## config.mk

```make
export PLATFORM = sky130hd
export DESIGN_NAME = fft_pair_feeder_flat
export DESIGN_NICKNAME = d
export VERILOG_FILES = /design/src/rtl/fft_pkg.sv /design/src/rtl/fft_pair_feeder_if.sv /design/src/rtl/fft_twiddle_rom.sv /design/src/rtl/fft_pair_feeder.sv /design/src/flat_wrapper.sv
export SDC_FILE = /design/constraint.sdc
export NUM_CORES = 1
export LEC_CHECK = 0
export BUFFER_PORTS_ARGS = -buffer_cell sky130_fd_sc_hd__buf_2
export CAP_MARGIN = 20
export CORE_MARGIN = 2
export CORE_UTILIZATION = 35
export CTS_BUF_LIST = sky130_fd_sc_hd__clkbuf_8
export DETAILED_ROUTE_END_ITERATION = 7
export GPL_TIMING_DRIVEN = 0
export PLACE_DENSITY = 0.58
export SYNTH_ARGS = -nofsm -noshare
export SYNTH_HDL_FRONTEND = slang
export SYNTH_SLANG_ARGS = --single-unit
```

## constraint.sdc

```tcl
create_clock -name clk -period 2.57 [get_ports clk]
set_input_delay 0.257 -clock clk [delete_from_list [all_inputs] [get_ports clk]]
set_output_delay 0.257 -clock clk [all_outputs]
set_load 0.02 [all_outputs]
```

## src/rtl/fft_pkg.sv

```systemverilog
// Shared types and constants for the radix-2 DIF pair feeder.
// Twiddles are round(1024*cos), round(-1024*sin) of 2*pi*k/N for k = 0..N/2-1.
package fft_pkg;

  localparam int DW      = 12;
  localparam int TW_FRAC = 10;

  typedef enum logic {
    FILL = 1'b0,
    PAIR = 1'b1
  } state_e;

  localparam int TW8_RE [4] = '{1024, 724, 0, -724};
  localparam int TW8_IM [4] = '{0, -724, -1024, -724};

  localparam int TW16_RE [8] = '{1024, 946, 724, 392, 0, -392, -724, -946};
  localparam int TW16_IM [8] = '{0, -392, -724, -946, -1024, -946, -724, -392};

  localparam int TW32_RE [16] = '{
    1024, 1004, 946, 851, 724, 569, 392, 200,
    0, -200, -392, -569, -724, -851, -946, -1004};
  localparam int TW32_IM [16] = '{
    0, -200, -392, -569, -724, -851, -946, -1004,
    -1024, -1004, -946, -851, -724, -569, -392, -200};

  localparam int TW64_RE [32] = '{
    1024, 1019, 1004, 980, 946, 903, 851, 792,
    724, 650, 569, 483, 392, 297, 200, 100,
    0, -100, -200, -297, -392, -483, -569, -650,
    -724, -792, -851, -903, -946, -980, -1004, -1019};
  localparam int TW64_IM [32] = '{
    0, -100, -200, -297, -392, -483, -569, -650,
    -724, -792, -851, -903, -946, -980, -1004, -1019,
    -1024, -1019, -1004, -980, -946, -903, -851, -792,
    -724, -650, -569, -483, -392, -297, -200, -100};

endpackage

```

## src/rtl/fft_pair_feeder_if.sv

```systemverilog
// Sample stream in, butterfly operand pair out. The master drives samples,
// the slave (feeder) drives the registered butterfly operands.
interface fft_pair_feeder_if #(
  parameter int DW = 12,
  parameter int N  = 8
);
  localparam int KW = $clog2(N) - 1;

  logic                 in_valid;
  logic                 in_sof;
  logic signed [DW-1:0] in_r;
  logic signed [DW-1:0] in_i;
  logic signed [DW-1:0] x1_r;
  logic signed [DW-1:0] x1_i;
  logic signed [DW-1:0] x2_r;
  logic signed [DW-1:0] x2_i;
  logic signed [DW-1:0] w_r;
  logic signed [DW-1:0] w_i;
  logic                 pair_valid;
  logic [KW-1:0]        pair_idx;
  logic                 sof_err;

  modport master (
    output in_valid, in_sof, in_r, in_i,
    input  x1_r, x1_i, x2_r, x2_i, w_r, w_i, pair_valid, pair_idx, sof_err
  );

  modport slave (
    input  in_valid, in_sof, in_r, in_i,
    output x1_r, x1_i, x2_r, x2_i, w_r, w_i, pair_valid, pair_idx, sof_err
  );

endinterface

```

## src/rtl/fft_twiddle_rom.sv

```systemverilog
// Combinational twiddle lookup W_N^k for k = 0..N/2-1.
// Any N other than 8/16/32 falls through to the 64-point table.
module fft_twiddle_rom #(
  parameter int N  = 8,
  parameter int DW = 12
) (
  input  logic [$clog2(N)-2:0] k_i,
  output logic signed [DW-1:0] w_r_o,
  output logic signed [DW-1:0] w_i_o
);
  import fft_pkg::*;

  if (N == 8) begin : g_n8
    assign w_r_o = TW8_RE[k_i][DW-1:0];
    assign w_i_o = TW8_IM[k_i][DW-1:0];
  end else if (N == 16) begin : g_n16
    assign w_r_o = TW16_RE[k_i][DW-1:0];
    assign w_i_o = TW16_IM[k_i][DW-1:0];
  end else if (N == 32) begin : g_n32
    assign w_r_o = TW32_RE[k_i][DW-1:0];
    assign w_i_o = TW32_IM[k_i][DW-1:0];
  end else begin : g_n64
    assign w_r_o = TW64_RE[k_i][DW-1:0];
    assign w_i_o = TW64_IM[k_i][DW-1:0];
  end

endmodule

```

## src/rtl/fft_pair_feeder.sv

```systemverilog
// Buffers the first half of each frame and presents (x1, x2, w) pairs
// to the downstream butterfly one cycle after each second-half sample.
//
//   state | meaning
//   FILL  | writing first-half sample cnt into the buffer
//   PAIR  | pairing second-half sample with buffered sample cnt
module fft_pair_feeder #(
  parameter int N  = 8,
  parameter int DW = 12
) (
  input logic              clk,
  input logic              rst_n,
  fft_pair_feeder_if.slave bus
);
  import fft_pkg::*;

  localparam int KW   = $clog2(N) - 1;
  localparam int HALF = N / 2;

  state_e               state_q, state_d;
  logic [KW-1:0]        cnt_q, cnt_d;
  logic signed [DW-1:0] x1_r_q, x1_r_d, x1_i_q, x1_i_d;
  logic signed [DW-1:0] x2_r_q, x2_r_d, x2_i_q, x2_i_d;
  logic signed [DW-1:0] w_r_q, w_r_d, w_i_q, w_i_d;
  logic [KW-1:0]        pair_idx_q, pair_idx_d;
  logic                 pair_valid_q, pair_valid_d;
  logic                 sof_err_q, sof_err_d;

  logic signed [DW-1:0] mem_r_q [HALF];
  logic signed [DW-1:0] mem_i_q [HALF];
  logic                 mem_we;
  logic [KW-1:0]        mem_wa;

  logic signed [DW-1:0] tw_r, tw_i;
  logic                 last, resync;

  fft_twiddle_rom #(.N(N), .DW(DW)) u_rom (
    .k_i   (cnt_q),
    .w_r_o (tw_r),
    .w_i_o (tw_i)
  );

  assign last   = &cnt_q;
  // sof is only legitimate at the very start of FILL; anywhere else restarts the frame
  assign resync = bus.in_valid && bus.in_sof && !(state_q == FILL && cnt_q == '0);

  always_comb begin
    state_d      = state_q;
    cnt_d        = cnt_q;
    x1_r_d       = x1_r_q;
    x1_i_d       = x1_i_q;
    x2_r_d       = x2_r_q;
    x2_i_d       = x2_i_q;
    w_r_d        = w_r_q;
    w_i_d        = w_i_q;
    pair_idx_d   = pair_idx_q;
    pair_valid_d = 1'b0;
    sof_err_d    = 1'b0;
    mem_we       = 1'b0;
    mem_wa       = cnt_q;
    if (bus.in_valid) begin
      if (resync) begin
        mem_we    = 1'b1;
        mem_wa    = '0;
        state_d   = FILL;
        cnt_d     = KW'(1);
        sof_err_d = 1'b1;
      end else if (state_q == FILL) begin
        mem_we = 1'b1;
        cnt_d  = cnt_q + KW'(1);
        if (last) state_d = PAIR;
      end else begin
        x1_r_d       = mem_r_q[cnt_q];
        x1_i_d       = mem_i_q[cnt_q];
        x2_r_d       = bus.in_r;
        x2_i_d       = bus.in_i;
        w_r_d        = tw_r;
        w_i_d        = tw_i;
        pair_idx_d   = cnt_q;
        pair_valid_d = 1'b1;
        cnt_d        = cnt_q + KW'(1);
        if (last) state_d = FILL;
      end
    end
  end

  always_ff @(posedge clk or negedge rst_n) begin
    if (!rst_n) begin
      state_q      <= FILL;
      cnt_q        <= '0;
      x1_r_q       <= '0;
      x1_i_q       <= '0;
      x2_r_q       <= '0;
      x2_i_q       <= '0;
      w_r_q        <= '0;
      w_i_q        <= '0;
      pair_idx_q   <= '0;
      pair_valid_q <= 1'b0;
      sof_err_q    <= 1'b0;
    end else begin
      state_q      <= state_d;
      cnt_q        <= cnt_d;
      x1_r_q       <= x1_r_d;
      x1_i_q       <= x1_i_d;
      x2_r_q       <= x2_r_d;
      x2_i_q       <= x2_i_d;
      w_r_q        <= w_r_d;
      w_i_q        <= w_i_d;
      pair_idx_q   <= pair_idx_d;
      pair_valid_q <= pair_valid_d;
      sof_err_q    <= sof_err_d;
    end
  end

  // Buffer is never read before being rewritten, so it needs no reset
  always_ff @(posedge clk) begin
    if (mem_we) begin
      mem_r_q[mem_wa] <= bus.in_r;
      mem_i_q[mem_wa] <= bus.in_i;
    end
  end

  assign bus.x1_r       = x1_r_q;
  assign bus.x1_i       = x1_i_q;
  assign bus.x2_r       = x2_r_q;
  assign bus.x2_i       = x2_i_q;
  assign bus.w_r        = w_r_q;
  assign bus.w_i        = w_i_q;
  assign bus.pair_idx   = pair_idx_q;
  assign bus.pair_valid = pair_valid_q;
  assign bus.sof_err    = sof_err_q;

endmodule

```

## src/flat_wrapper.sv

```systemverilog
// flat-port wrapper written by rule: the top's interface ports become plain ports
module fft_pair_feeder_flat import fft_pkg::*;
#(
  parameter int N  = 8,
  parameter int DW = 12
)
  (clk, rst_n, bus_in_valid, bus_in_sof, bus_in_r, bus_in_i, bus_x1_r, bus_x1_i, bus_x2_r, bus_x2_i, bus_w_r, bus_w_i, bus_pair_valid, bus_pair_idx, bus_sof_err);
  fft_pair_feeder_if #(.DW(DW), .N(N)) bus_i ();
  input logic clk;
  input logic rst_n;
  input wire logic [$bits(bus_i.in_valid)-1:0] bus_in_valid;
  input wire logic [$bits(bus_i.in_sof)-1:0] bus_in_sof;
  input wire logic [$bits(bus_i.in_r)-1:0] bus_in_r;
  input wire logic [$bits(bus_i.in_i)-1:0] bus_in_i;
  output wire logic [$bits(bus_i.x1_r)-1:0] bus_x1_r;
  output wire logic [$bits(bus_i.x1_i)-1:0] bus_x1_i;
  output wire logic [$bits(bus_i.x2_r)-1:0] bus_x2_r;
  output wire logic [$bits(bus_i.x2_i)-1:0] bus_x2_i;
  output wire logic [$bits(bus_i.w_r)-1:0] bus_w_r;
  output wire logic [$bits(bus_i.w_i)-1:0] bus_w_i;
  output wire logic [$bits(bus_i.pair_valid)-1:0] bus_pair_valid;
  output wire logic [$bits(bus_i.pair_idx)-1:0] bus_pair_idx;
  output wire logic [$bits(bus_i.sof_err)-1:0] bus_sof_err;
  assign bus_i.in_valid = bus_in_valid;
  assign bus_i.in_sof = bus_in_sof;
  assign bus_i.in_r = bus_in_r;
  assign bus_i.in_i = bus_in_i;
  assign bus_x1_r = bus_i.x1_r;
  assign bus_x1_i = bus_i.x1_i;
  assign bus_x2_r = bus_i.x2_r;
  assign bus_x2_i = bus_i.x2_i;
  assign bus_w_r = bus_i.w_r;
  assign bus_w_i = bus_i.w_i;
  assign bus_pair_valid = bus_i.pair_valid;
  assign bus_pair_idx = bus_i.pair_idx;
  assign bus_sof_err = bus_i.sof_err;
  fft_pair_feeder #(.N(N), .DW(DW)) u_core (.clk(clk), .rst_n(rst_n), .bus(bus_i));
endmodule
```

==> results by group, run 1 <==
Global route
  – Largest net degree at the start of global routing: 60
  – Remaining global-route overflow: 0
  – First-pass GRT wire length: 20.7 mm
  – Number of global-route vias before repair: 3788
  – GRT Overall Usage: 0.153
  – Initial antenna violation count: 0

Place
  – Post-placement cell count: 734
  – Detail Placement HPWL: 8.57 mm
  – GP Congestion: 0.773
  – PortBufs: 94

Routing
  – Post-detailed-route count of antenna-violating nets: 0
  – Wirelength per Cell: 17.4 µm
  – Via count: 3608
  – WL final: 13.3 mm
  – Drc violations: 0
  – Via density: 4.70
  – DR iter-0 viols: 251
  – Drt pass-1 iters: 8

Layout
  – Nets: 560
  – Layout cells sized above 1: 0.347
  – Register area: 0.00436 mm²
  – Layout fillers: 1567
  – Core Util, Final: 0.429
  – Ant diodes: 0
  – Area Overhead vs Synth: 21.2%
  – Multi-input logic area: 0.00149 mm²
  – Layout Cells excl Fill: 767

Pwr
  – Leak pwr: 3.29 nW
  – Max VDD drop: 0.665 mV
  – Pwr per Cell Area: 1100 mW/mm²
  – Flop pwr share: 0.446
  – Switch Pwr: 2.80 mW
  – Internal: 5.25 mW
  – Clock power share: 0.237
  – Gate power share: 0.317
  – Sw Share: 0.348

Die
  – Chip Width: 136 µm
  – Rows: 48
  – Full die area: 0.0184 mm²
  – IO Pins: 104
  – Die Ht: 136 µm
  – Core area: 0.0171 mm²
  – Initial core utilization: 0.354

Setup path
  – Crit. Startpoint: u_core.cnt_q[0]$_DFFE_PN0P_
  – CP max stage delay: 0.69 ns
  – CP Capture Type: register
  – Worst R2R End: u_core.mem_i_q[2][0]$_DFFE_PP_
  – Crit path required time: 2.64 ns
  – Worst path slowest cell: nor2_4
  – Critical path capture point: u_core.mem_i_q[2][0]$_DFFE_PP_
  – Worst Path Max Fanout: 24
  – WP depth: 7
  – Crit Path Class: register to register
  – CP delay by family, top: simple AND/OR/NAND/NOR gates
  – Origin of the critical flop-to-flop path: u_core.cnt_q[0]$_DFFE_PN0P_
  – Worst r2r path cells: 7
  – WP buf/inv: 3
  – CP cell instances: buf_4, buf_6, inv_1, ha_2, nand2b_4, nand3_1, nor2_4
  – Kind of start point of the critical path: register
  – Setup slack, reg-to-reg: 0.15 ns
  – Crit path DAT: 2.49 ns

Synthesis
  – Synthesized area per cell: 14.9 µm²
  – Area share of fa/ha/maj cells after synthesis: 0.00619
  – Syn. warnings: 0
  – Simple-gate share of the synthesized area: 0.0830
  – Yosys cell types: 27
  – Post-Synthesis Cells: 407
  – Largest family of logic cells by synthesized area: simple AND/OR/NAND/NOR gates
  – Largest cells by area after synthesis: edfxtp_1 48%, dfrtp_1 24%, mux2i_1 8.1%
  – Top-area cell type share of the netlist area: 0.476
  – Compound-Gate Fraction of Synth Area: 0.0634
  – Largest area contributor in the netlist: edfxtp_1
  – Flops & latches, synth: 155
  – Synth Area in XOR/XNOR: 0
  – Register area share after synthesis: 0.719
  – Mapped Area: 0.00606 mm²
  – Multiplexer share of the synthesized area: 0.0809

Min path
  – Hold path cells: 1
  – HP Class: input port to register
  – Hold Crit Start: bus_in_i[7]

Clock network
  – CTS tree: yes
  – Clock latency at the later pin of the worst-skew pair: 0.44 ns
  – CTS Buf Count: 17
  – Clock root buffer: clkbuf_8
  – H-tree levels: 4
  – CTS max path bufs: 2
  – Post-CTS Setup Repair Bufs: 0
  – Clk slew on worst S/H paths: 0.08 ns
  – Sink Count: 155

STA
  – Final Cycle Share: 0.941
  – Hold Vio Cnt, Final: 0
  – RSZ-0062 raised after global routing: no
  – Least-Margin Pin Slew: 0.852 ns
  – Setup violators final: 0
  – Max Clock Freq: 0.414 GHz
  – Clock skew: 0.00905 ns
  – Fin Setup TNS: 0 ns
  – Min Tclk post-route: 2.42 ns
  – Slew headroom: 0.431
  – Fin. max-slew vios: 0

Job
  – Max-cap violations: 0

Outcome
  – Status: finished clean
==> state kept, by name (all words and copies together) (netlist names) <==
| signal | flops |
|---|---|
| u_core.bus.x1_i | 12 |
| u_core.state_q | 1 |
| u_core.bus.sof_err | 1 |
| u_core.bus.x2_r | 12 |
| u_core.cnt_q | 2 |
| u_core.bus.x1_r | 12 |
| u_core.bus.x2_i | 12 |
| u_core.bus.w_r | 3 |
| u_core.mem_i_q | 48 |
| u_core.bus.pair_valid | 1 |
| u_core.bus.pair_idx | 2 |
| u_core.bus.w_i | 1 |
| u_core.mem_r_q | 48 |
==> placed cells by master (no fill, tap or decap), types with 2 or more instances in the layout <==
cell type     n
nor2_1        2
o221ai_1      6
nand2_1     109
edfxtp_1     96
inv_1         4
clkinv_1      5
conb_1        8
buf_2       103
clkinvlp_4    2
o221ai_2     19
clkbuf_8     17
dfrtp_1      59
buf_4        25
ha_1          2
clkbuf_1      2
nor2_4        3
bufinv_16     4
mux2i_1      49
o21ai_0       3
buf_6         3
nand3_1       3
==> through the flow <==
stage	instance area [µm²]	power (mW)	setup WS (ns)	hold slack, ns
6_report	7340	8.05	0.152	0.0393
5_1_grt	7340	8.48	0.00870	0.0144
4_1_cts	7330	8.15	0.00655	0.0129
3_5_place_dp	6890	6.22	-0.258	0.424
3_3_place_gp	6840	6.12	-1.16	0.453
2_1_floorplan	6090	5.26	-0.0626	-0.0386
==> power by group through the flow <==
stage | clock network (mW) | registers [mW] | logic, mW
2_1_floorplan | 0 | 4.10 | 1.16
3_3_place_gp | 0 | 3.62 | 2.50
3_5_place_dp | 0 | 3.64 | 2.58
4_1_cts | 1.96 | 3.59 | 2.60
5_1_grt | 2.06 | 3.66 | 2.77
6_report | 1.91 | 3.59 | 2.55
==> cells by family (layout without fill, tap and decap cells) <==
kind of cell / after synthesis / after routing
fa+ha+maj: 3 / 3
compound gates: 32 / 32
other cells: 1 / 8
flops: 155 / 155
buf+inv: 43 / 171
simple gates: 124 / 124
mux: 49 / 49
==> repair_timing <==
item / 4_1_cts / 5_1_grt
gates resized for setup: 4 / 4
gates cloned: 0 / 0
hold endpoints to repair: 59 / 0
endpoints found under the setup margin: 72 / 88
pin swaps: 0 / 1
hold buffers: 1 / 0
==> synthesized netlist by cell type <==
library cell and instances:
buf_2 11, mux2i_1 49, inv_1 3, inv_4 1, nand2_4 1, buf_6 2, o21ai_0 3, nor3_1 1
nand2b_1 1, nand3b_4 1, nor2b_1 1, nand3_1 4, nand2_1 109, clkbuf_1 2, edfxtp_1 96, a21boi_0 1
dfrtp_1 59, conb_1 1, nor2_1 5, o221ai_2 19, o21ba_2 1, buf_4 24, o21a_1 1, o221ai_1 6
ha_1 3, o22ai_1 1, and2_1 1
==> final cells by class <==
cell class | instances | share of cell area
flip-flops and latches | 155 | 0.594
multi-input cells | 216 | 0.203
repair buffers | 96 | 0.0695
well taps | 225 | 0.0383
plain buffers | 39 | 0.0370
clock buffers | 17 | 0.0319
clock inverters | 15 | 0.0245
inverters | 4 | 0.00239
==> how the worst min path moves through the flow <==
stage	slack, ns	to
final	0.04	u_core.mem_i_q[0][7]$_DFFE_PP_
after global routing	0.01	u_core.mem_i_q[0][8]$_DFFE_PP_
after CTS	0.01	u_core.mem_r_q[3][11]$_DFFE_PP_
after detailed placement	0.42	u_core.bus.sof_err$_DFF_PN0_
after global placement	0.45	u_core.bus.x2_i[4]$_DFFE_PN0P_
after floorplan	-0.04	u_core.bus.pair_idx[0]$_DFFE_PN0P_
==> metal layers <==
metal  vias up  track usage  part of all wire
li1       1679            -                 -
met3        19       0.0348             0.050
met1      1819        0.190              0.43
met5         -            0                 0
met4         0       0.0694             0.020
met2        91        0.254              0.50
(Power assumes the default switching activity.)
==> run 2, diff against run 1 <==
--- a/config.mk
+++ b/config.mk
@@ -5,11 +5,13 @@
 export SDC_FILE = /design/constraint.sdc
 export NUM_CORES = 1
 export LEC_CHECK = 0
-export BUFFER_PORTS_ARGS = -buffer_cell sky130_fd_sc_hd__buf_2
+export ABC_AREA = 1
+export BUFFER_PORTS_ARGS = -buffer_cell sky130_fd_sc_hd__buf_4
 export CAP_MARGIN = 20
 export CORE_MARGIN = 2
 export CORE_UTILIZATION = 35
 export CTS_BUF_LIST = sky130_fd_sc_hd__clkbuf_8
+export CTS_CLUSTER_SIZE = 14
 export DETAILED_ROUTE_END_ITERATION = 7
 export GPL_TIMING_DRIVEN = 0
 export PLACE_DENSITY = 0.58
==> run 2 against run 1 <==
  * Sequential share of layout area shrank 7.2 points
  * Clock power shrank 9%
  * Via count grew 27%
  * First-iteration DRC count shrank 9.2%
  * Critical path depth grew 2
  * Cell count grew 39%
  * Design area grew 14%
  * Core utilization grew 3.3 points
  * Largest cell class unchanged
  * Register-to-register slack gained 0.06 ns
==> results by group, run 2 <==
Synthesis
  – Most numerous cell in the Yosys netlist: nand2_1
  – Largest area contributor in the netlist: edfxtp_1
  – Post-Synthesis Cells: 659
  – Register area share after synthesis: 0.670
  – Async SR Flop Fraction: 0.381
  – Synth cell count leaders: 286 x nand2_1, 102 x inv_1, 96 x edfxtp_1
  – Top-area cell type share of the netlist area: 0.443
  – Syn. warnings: 0
  – Flops & latches, synth: 155
  – Synthesized area per cell: 9.87 µm²
  – Leading register cell type out of synthesis: edfxtp_1
  – Yosys cell types: 18
  – Largest cells by area after synthesis: edfxtp_1 44%, dfrtp_1 23%, nand2_1 17%
  – Mapped Area: 0.00650 mm²
  – Number of flops mapped to enable cells by yosys: 96

Clock network
  – H-tree levels: 4
  – Clk slew on worst S/H paths: 0.07 ns
  – CTS Buf Count: 17
  – Clock latency at the later pin of the worst-skew pair: 0.46 ns
  – CTS tree: yes
  – CTS max path bufs: 2
  – Sink Count: 155
  – Clock root buffer: clkbuf_8

Layout
  – Most frequent cells in the layout: 285 x nand2_1, 126 x buf_4, 105 x inv_1, 96 x edfxtp_1, 59 x dfrtp_1
  – Area Overhead vs Synth: 28.6%
  – Layout fillers: 1720
  – Nets: 852
  – Register area: 0.00436 mm²
  – Ant diodes: 0
  – Layout Cells excl Fill: 1063
  – Leading cell type in the layout, fill and taps excluded: nand2_1
  – Final std cell area, no fill: 0.00836 mm²
  – Layout cells sized above 1: 0.231
  – Largest regs: u_core.mem_i_q x48, u_core.mem_r_q x48
  – Multi-input logic area: 0.00152 mm²

Place
  – Detail Placement HPWL: 9.26 mm
  – GP Congestion: 0.722
  – Post-placement cell count: 991
  – Cell Area, Placed: 0.00758 mm²
  – PortBufs: 95

STA
  – Slew headroom: 0.462
  – Min Tclk post-route: 2.35 ns
  – Fin Setup TNS: 0 ns
  – Clock skew: 0.0149 ns
  – Hold Vio Cnt, Final: 0
  – Final Cycle Share: 0.916
  – Setup violators final: 0
  – RSZ-0062 raised after global routing: no
  – Least-Margin Pin Slew: 0.807 ns
  – Fin. max-slew vios: 0
  – Max Clock Freq: 0.425 GHz

Routing
  – Drc violations: 0
  – Via density: 4.32
  – DR iter-0 viols: 228
  – Wirelength per Cell: 14.7 µm
  – Via count: 4592
  – Drt pass-1 iters: 4
  – Post-detailed-route count of antenna-violating nets: 0
  – WL final: 15.6 mm

Setup path
  – Worst Path Max Fanout: 12
  – CP delay by family, top: buffers and inverters
  – Crit path required time: 2.72 ns
  – CP cell instances: clkbuf_4, inv_4, clkbuf_4, ha_1, nand2_1, nand3_1, nand2_1, nor2_4, buf_12
  – Crit Path Class: register to register
  – Crit. Startpoint: u_core.cnt_q[1]$_DFFE_PN0P_
  – Worst path slowest cell: dfrtp_1
  – Critical path capture point: u_core.mem_i_q[1][4]$_DFFE_PP_
  – Crit path DAT: 2.51 ns
  – Worst r2r path cells: 9
  – Worst R2R End: u_core.mem_i_q[1][4]$_DFFE_PP_
  – Kind of start point of the critical path: register
  – CP Capture Type: register
  – Setup slack, reg-to-reg: 0.22 ns
  – CP max stage delay: 0.39 ns
  – WP depth: 9
  – WP buf/inv: 4
  – Origin of the critical flop-to-flop path: u_core.cnt_q[1]$_DFFE_PN0P_

Die
  – Chip Width: 140 µm
  – Full die area: 0.0197 mm²
  – Rows: 49
  – Core area: 0.0181 mm²
  – Initial core utilization: 0.360
  – Die Ht: 140 µm
  – IO Pins: 104

Pwr
  – Clock power share: 0.205
  – Pwr per Cell Area: 1010 mW/mm²
  – Switch Pwr: 3.05 mW
  – Flop pwr share: 0.420
  – Internal: 5.43 mW
  – Sw Share: 0.360
  – Leak pwr: 4.20 nW
  – Gate power share: 0.376
  – Max VDD drop: 0.395 mV

Global route
  – Largest net degree at the start of global routing: 60
  – Number of global-route vias before repair: 4341
  – GRT Overall Usage: 0.164
  – First-pass GRT wire length: 24.1 mm
  – Initial antenna violation count: 0
  – Remaining global-route overflow: 0

Outcome
  – Status: finished clean

Job
  – Max-cap violations: 0

Min path
  – HP Class: input port to register
[run 2: cell types whose count changed after synthesis, sizes merged, moves of 3 or more]
cell | before | now
nand2 | 110 | 286
mux2i | 49 | 0
o221ai | 25 | 0
o21ai | 3 | 6
inv | 4 | 104
buf | 37 | 44
nand3 | 4 | 51
[run 2: layout make-up]
cell class,instances,share of cell area
Tap cell,229,0.0343
Clock inverter,14,0.0141
Buffer,47,0.0387
Multi-Input combinational cell,362,0.181
Clock buffer,18,0.0296
Sequential cell,155,0.521
Inverter,105,0.0479
Timing Repair Buffer,133,0.133
[run 2: cell families after synthesis]
family | synth area share
AND/OR/NAND/NOR | 0.207
flip-flops | 0.670
other | 0.000577
AO/OA/AOI/OAI | 0.00539
XOR/XNOR | 0.00135
buffers and inverters | 0.110
adder cells (fa/ha/maj) | 0.00577
[run 2: repair_timing]
action	4_1_cts	5_1_grt
hold buffers	23	0
hold endpoints to repair	143	0
gates resized for setup	5	4
endpoints found under the setup margin	86	78
cloned	3	0
pin swaps	6	0
buffers inserted	14	0
[run 2: power groups by stage]
stage,logic [mW],registers [mW],clock network [mW]
detailed placement,3.06,3.61,0
global placement,2.98,3.63,0
floorplan,1.30,4.06,0
finish,3.19,3.56,1.74
global route,3.48,3.63,1.88
CTS,3.22,3.57,1.78
[run 2: through the flow]
| stage | utilization | hold slack, ns | worst slack (ns) | power (mW) |
|---|---|---|---|---|
| after floorplan | - | -0.0386 | -0.131 | 5.37 |
| after global placement | 0.416 | 0.403 | -1.43 | 6.60 |
| after detailed placement | 0.419 | 0.412 | -0.322 | 6.67 |
| after CTS | 0.462 | 0.00190 | 0.0602 | 8.57 |
| after global routing | 0.462 | 0.00499 | 0.0670 | 8.99 |
| final | 0.462 | 0.0243 | 0.216 | 8.48 |
[run 2: how the worst min path moves through the flow]
stage          cells past startpoint  slack, ns         from                                  to
6_report                           1       0.02  bus_in_i[1]      u_core.mem_i_q[1][1]$_DFFE_PP_
5_1_grt                            1      0.005  bus_in_i[1]      u_core.mem_i_q[2][1]$_DFFE_PP_
4_1_cts                            1      0.002  bus_in_i[1]      u_core.mem_i_q[1][1]$_DFFE_PP_
3_5_place_dp                       1       0.41        rst_n      u_core.bus.x2_r[7]$_DFFE_PN0P_
3_3_place_gp                       1       0.40        rst_n      u_core.bus.x2_r[7]$_DFFE_PN0P_
2_1_floorplan                      0      -0.04        rst_n  u_core.bus.pair_idx[0]$_DFFE_PN0P_
[run 2: metal layers]
| layer | wire [µm] | vias up | track usage | share of wire |
|---|---|---|---|---|
| met5 | 0 | - | 0 | 0 |
| met4 | 286 | 0 | 0.0590 | 0.018 |
| met3 | 921 | 17 | 0.0403 | 0.059 |
| met2 | 7210 | 127 | 0.260 | 0.46 |
| met1 | 7170 | 2117 | 0.219 | 0.46 |
| li1 | - | 2331 | - | - |
